File: src/rtl/tile_mask_writer.sv
// tile_mask_writer: writes one nonzero-flag byte per TILE_ELEMS-element tile into the mask RAM.
// Optional nz_count output (count of nonzero tiles in the job) with TILE_MASK_WRITER_COUNT_EN.
module tile_mask_writer #(
    parameter int ADDR_W     = 16,
    parameter int DATA_W     = 8,
    parameter int TILE_ELEMS = 16
) (
    input  logic              clk,
    input  logic              rst_n,
    input  logic              start,
    input  logic [ADDR_W-1:0] base_addr,
    input  logic [ADDR_W-1:0] num_tiles,
    input  logic              in_valid,
    output logic              in_ready,
    input  logic [DATA_W-1:0] in_data,
    output logic              busy,
    output logic              done,
    output logic              mem_we,
    output logic [ADDR_W-1:0] mem_addr,
    output logic [7:0]        mem_wdata
`ifdef TILE_MASK_WRITER_COUNT_EN
   ,output logic [ADDR_W-1:0] nz_count
`endif
);
    localparam int CW = (TILE_ELEMS > 1) ? $clog2(TILE_ELEMS) : 1;
    localparam logic [CW-1:0] LAST = CW'(TILE_ELEMS - 1);

    typedef enum logic [1:0] {IDLE, ACCUM, WRITE, DONE} state_t;

    state_t            state_q, state_d;
    logic [ADDR_W-1:0] base_q, base_d, num_q, num_d, tile_q, tile_d;
    logic [ADDR_W-1:0] addr_q, addr_d, nz_q, nz_d;
    logic [CW-1:0]     cnt_q, cnt_d;
    logic              acc_q, acc_d;
    logic [7:0]        wdata_q, wdata_d;

    always_comb begin
        state_d = state_q;
        base_d  = base_q;
        num_d   = num_q;
        tile_d  = tile_q;
        cnt_d   = cnt_q;
        acc_d   = acc_q;
        addr_d  = addr_q;
        wdata_d = wdata_q;
        nz_d    = nz_q;
        case (state_q)
            IDLE: if (start) begin
                nz_d = '0;
                if (num_tiles != '0) begin
                    base_d  = base_addr;
                    num_d   = num_tiles;
                    tile_d  = '0;
                    cnt_d   = '0;
                    acc_d   = 1'b0;
                    state_d = ACCUM;
                end else begin
                    state_d = DONE;
                end
            end
            ACCUM: if (in_valid) begin
                acc_d = acc_q | (in_data != '0);
                cnt_d = cnt_q + CW'(1);
                // Address/data registered here so they are valid during WRITE and hold afterwards.
                if (cnt_q == LAST) begin
                    addr_d  = base_q + tile_q;
                    wdata_d = {7'b0, acc_d};
                    state_d = WRITE;
                end
            end
            WRITE: begin
                acc_d = 1'b0;
                cnt_d = '0;
                nz_d  = nz_q + ADDR_W'(acc_q);
                if (tile_q == num_q - ADDR_W'(1)) begin
                    state_d = DONE;
                end else begin
                    tile_d  = tile_q + ADDR_W'(1);
                    state_d = ACCUM;
                end
            end
            DONE:    state_d = IDLE;
            default: state_d = IDLE;
        endcase
    end

    always_ff @(posedge clk or negedge rst_n) begin
        if (!rst_n) begin
            state_q <= IDLE;
            base_q  <= '0;
            num_q   <= '0;
            tile_q  <= '0;
            cnt_q   <= '0;
            acc_q   <= 1'b0;
            addr_q  <= '0;
            wdata_q <= '0;
            nz_q    <= '0;
        end else begin
            state_q <= state_d;
            base_q  <= base_d;
            num_q   <= num_d;
            tile_q  <= tile_d;
            cnt_q   <= cnt_d;
            acc_q   <= acc_d;
            addr_q  <= addr_d;
            wdata_q <= wdata_d;
            nz_q    <= nz_d;
        end
    end

    assign in_ready  = state_q == ACCUM;
    assign mem_we    = state_q == WRITE;
    assign busy      = (state_q == ACCUM) || (state_q == WRITE);
    assign done      = state_q == DONE;
    assign mem_addr  = addr_q;
    assign mem_wdata = wdata_q;
`ifdef TILE_MASK_WRITER_COUNT_EN
    assign nz_count  = nz_q;
`endif
endmodule

File: config.mk
export PLATFORM = sky130hd
export DESIGN_NAME = tile_mask_writer
export DESIGN_NICKNAME = d
export VERILOG_FILES = /design/src/rtl/tile_mask_writer.sv
export SDC_FILE = /design/constraint.sdc
export NUM_CORES = 1
export LEC_CHECK = 0
export ABC_AREA = 1
export BUFFER_PORTS_ARGS = -buffer_cell sky130_fd_sc_hd__buf_2
export CORE_MARGIN = 2
export CORE_UTILIZATION = 60
export CTS_BUF_LIST = sky130_fd_sc_hd__clkbuf_4
export CTS_CLUSTER_SIZE = 16
export DETAILED_ROUTE_END_ITERATION = 7
export PLACE_DENSITY = 0.81
export RECOVER_POWER = 25
export SLEW_MARGIN = 10
export SYNTH_ARGS = -nofsm -noshare
export SYNTH_HDL_FRONTEND = slang
export SYNTH_SLANG_ARGS = --single-unit
File: constraint.sdc
create_clock -name clk -period 6.1 [get_ports clk]
set_input_delay 0.305 -clock clk [delete_from_list [all_inputs] [get_ports clk]]
set_output_delay 0.305 -clock clk [all_outputs]
set_load 0.02 [all_outputs]
==> impl_metrics.tcl <==
set metrics [dict create \
    grt_max_degree 73 \
    crit_type "in -> async" \
    synth-edff-count 0 \
    route.final.wire_length_um 10540 \
    synthTopCellsByArea "sky130_fd_sc_hd__dfrtp_1 (38%), sky130_fd_sc_hd__nand2_1 (12%), sky130_fd_sc_hd__ha_1 (5.8%)" \
    clk_pin_slew_ps 140 \
    floorplan.core_area_mm2 0.007687 \
    area.growth.synth_to_final_pct 10.87 \
    timing.critical_path.buf_inv 2 \
    leakage_nw 2.665 \
    buffer_ports.inserted 64 \
    synth_seq_cells 72 \
    total_switching_power_w 0.0008933 \
    startpoint_type "primary input" \
    path_cells "buf_2 -> clkbuf_1" \
    crit_path_end_kind "async pin" \
    synth-warning-count 0 \
    final.hold.worst_slack_ps 69.57 \
    hold_viol_final 0 \
    postLayoutCoreUtil_pct 68.55 \
    power.combinational.fraction_pct 46.7 \
    boundaryPins 72 \
    sequentialPowerShare_pct 36.7 \
    grt_setup_unrepaired "no" \
    yosys.cell_types.count 38 \
    peak_clock_frequency_supported_by_timing_ghz 0.3041 \
    power.internal_w 0.001076 \
    crit_path_max_fanout 72 \
    finalPower_w 0.001969 \
    htree_num_levels 3 \
    cp_slowest_stage_delay_ps 2590 \
    max_cap_viol_count 1 \
    sequential_cell_area_mm2 0.001802 \
    cts_tree "built" \
    power_density_mw_per_mm2 373.7 \
    layout_commonest_cell "sky130_fd_sc_hd__nand2_1" \
    post_cts_hold_buffer_count 0 \
    drive_above_1_share_pct 16.96 \
    period_needed_ps 3288 \
    postSynthCellCount 617 \
    die_area_mm2 0.008650 \
    cts_root_buffer "sky130_fd_sc_hd__clkbuf_4" \
    failed_checks "capacitance limit, slew limit" \
    cells_resized_by_post_cts_repair 0 \
    n_fill_cell 664 \
    yosys.area.top_type "sky130_fd_sc_hd__dfrtp_1" \
    setup-tns-final_ps 0 \
    avgViaCountPerCell 5.406 \
    place.detailed.hpwl_um 8126 \
    layout_common_cells "sky130_fd_sc_hd__nand2_1 (157), sky130_fd_sc_hd__dfrtp_1 (72), sky130_fd_sc_hd__buf_2 (64)" \
    synth_area_per_cell_um2 7.704 \
    worst_voltage_drop_across_the_vdd_grid_v 0.0002947 \
    net_switching_fraction_of_the_power_pct 45.36 \
    antennaDiodeCount 0 \
    max_slew.worst_pin.slew_ps 3701 \
    maximum_clock_skew_at_final_layout_ps 13.85 \
    clock_path_buffers 2 \
    drc 0 \
    hp-class "in -> reg" \
    run_status "finished, violations left" \
    initial_core_util_pct 61.83 \
    final.period_utilization_pct 53.90 \
    die_w_um 93.01 \
    detail_route.iter0.violations 185 \
    route.detailed.wl_per_inst_um 13.41 \
    yosys.area.top_type_share_pct 37.90 \
    post-place-cells 770 \
    postCtsSetupRepairBufs 0 \
    antenna_found_initial 0 \
    multi_input_area_mm2 0.002631 \
    synth_area_mm2 0.004753 \
    critPathRequiredTime_ps 5830 \
    async_flop_share_pct 100.0 \
    grt.total_usage_pct 26.03 \
    first_global_vias 4070 \
    layout.nets 746 \
    floorplan.die.height_um 93.01 \
    via_total_after_detailed_routing 4249 \
    setup_viol 0 \
    clk-insertion-delay-late_ps 440 \
    cts_num_sinks 72 \
    synthFlopType "sky130_fd_sc_hd__dfrtp_1" \
    arrival_ps 3010 \
    globalplace.congestion 0.8531 \
    slew_violations 73 \
    total_clock_buffers_created_by_cts 9 \
    rows 32 \
    grt_pass1_wl_um 17970 \
    ant_nets 0 \
    synth.yosys.seq_area_share_pct 37.90 \
    drt-pass1-iter-count 4 \
    global_route.overflow_total 0 \
    final_cells 786 \
    cp_slowest_cell "sky130_fd_sc_hd__clkbuf_1" \
    clock_group_share_of_total_power_pct 16.6 \
    slew_headroom_pct -146.7 \
    cp_top_family "buffers and inverters" \
]
## power by group through the flow
stage | logic [W] | clock network (W) | registers (W)
after floorplan | 0.000738 | 0 | 0.000699
after CTS | 0.000918 | 0.000331 | 0.000721
after global routing | 0.00104 | 0.000351 | 0.000740
after global placement | 0.000879 | 0 | 0.000723
after detailed placement | 0.000911 | 0 | 0.000730
final | 0.000921 | 0.000327 | 0.000722
## registers in the layout (all words and copies together) (netlist names)
signal,flops
state_q,2
tile_q,16
num_q,16
cnt_q,4
base_q,16
mem_addr,16
acc_q,1
mem_wdata,1
## worst paths after layout
check	end	slack (ps)	from	cells past startpoint
worst max-delay path	num_q[9]	2810	rst_n	2
worst min-delay path	base_q[1]	70	base_addr[1]	3
worst max register to register	mem_addr[10]	3660	tile_q[0]	10
worst min register to register	mem_addr[11]	490	mem_addr[11]	2
max in group clk	mem_addr[10]	3660	tile_q[0]	10
min in group asynchronous	mem_addr[0]	1220	rst_n	2
## cells by family (layout without fill, tap and decap cells)
kind of cell	count (synthesis)	in the layout	share of synthesized area, %
adders and majority gates	23	23	6.212
AOI/OAI and AO/OA	70	70	8.002
DFF	72	72	37.90
other	1	7	0.07889
and+or+nand+nor	313	313	29.19
buffers and inverters	83	144	7.370
muxes	21	21	4.975
xor gates and xnor gates	34	34	6.265
## metal layers
| layer | wire length (µm) | GRT usage (%) | vias to the layer above |
|---|---|---|---|
| met1 | 4630 | 31.64 | 1986 |
| met3 | 421 | 4.351 | 23 |
| met2 | 5234 | 45.35 | 110 |
| met5 | 0 | 0 | - |
| met4 | 258 | 11.76 | 0 |
| li1 | - | - | 2130 |
## synthesized netlist by cell type (2+ instances only)
master,count
sky130_fd_sc_hd__clkbuf_1,9
sky130_fd_sc_hd__buf_2,4
sky130_fd_sc_hd__mux2_2,21
sky130_fd_sc_hd__o21a_1,2
sky130_fd_sc_hd__nand2_1,157
sky130_fd_sc_hd__nor2_1,59
sky130_fd_sc_hd__inv_1,61
sky130_fd_sc_hd__o21ai_0,33
sky130_fd_sc_hd__a31oi_1,5
sky130_fd_sc_hd__xnor2_1,11
sky130_fd_sc_hd__or2_2,2
sky130_fd_sc_hd__nand3b_1,6
sky130_fd_sc_hd__nor2_2,4
sky130_fd_sc_hd__nand4_1,5
sky130_fd_sc_hd__dfrtp_1,72
sky130_fd_sc_hd__nor3b_1,2
sky130_fd_sc_hd__o21bai_1,3
sky130_fd_sc_hd__nor4_1,4
sky130_fd_sc_hd__nor3_1,15
sky130_fd_sc_hd__buf_4,7
sky130_fd_sc_hd__o31ai_1,3
sky130_fd_sc_hd__a21oi_1,21
sky130_fd_sc_hd__nand3_1,52
sky130_fd_sc_hd__nor2_4,2
sky130_fd_sc_hd__xor2_1,23
sky130_fd_sc_hd__ha_1,22
## through the flow
step	setup slack, ps	area, µm²
2_1_floorplan	4138	4776
3_3_place_gp	3787	5129
3_5_place_dp	3697	5129
4_1_cts	3696	5274
5_1_grt	1953	5270
6_report	2812	5270
## cell type report
type	count	area share (%)
multi-input cells	468	49.93
clock inverters	7	1.472
inverters	62	4.416
well taps	102	2.422
flip-flops and latches	72	34.19
repair buffers	66	6.292
clock buffers	9	1.282
Note: power is estimated with default switching activity, not from simulation.
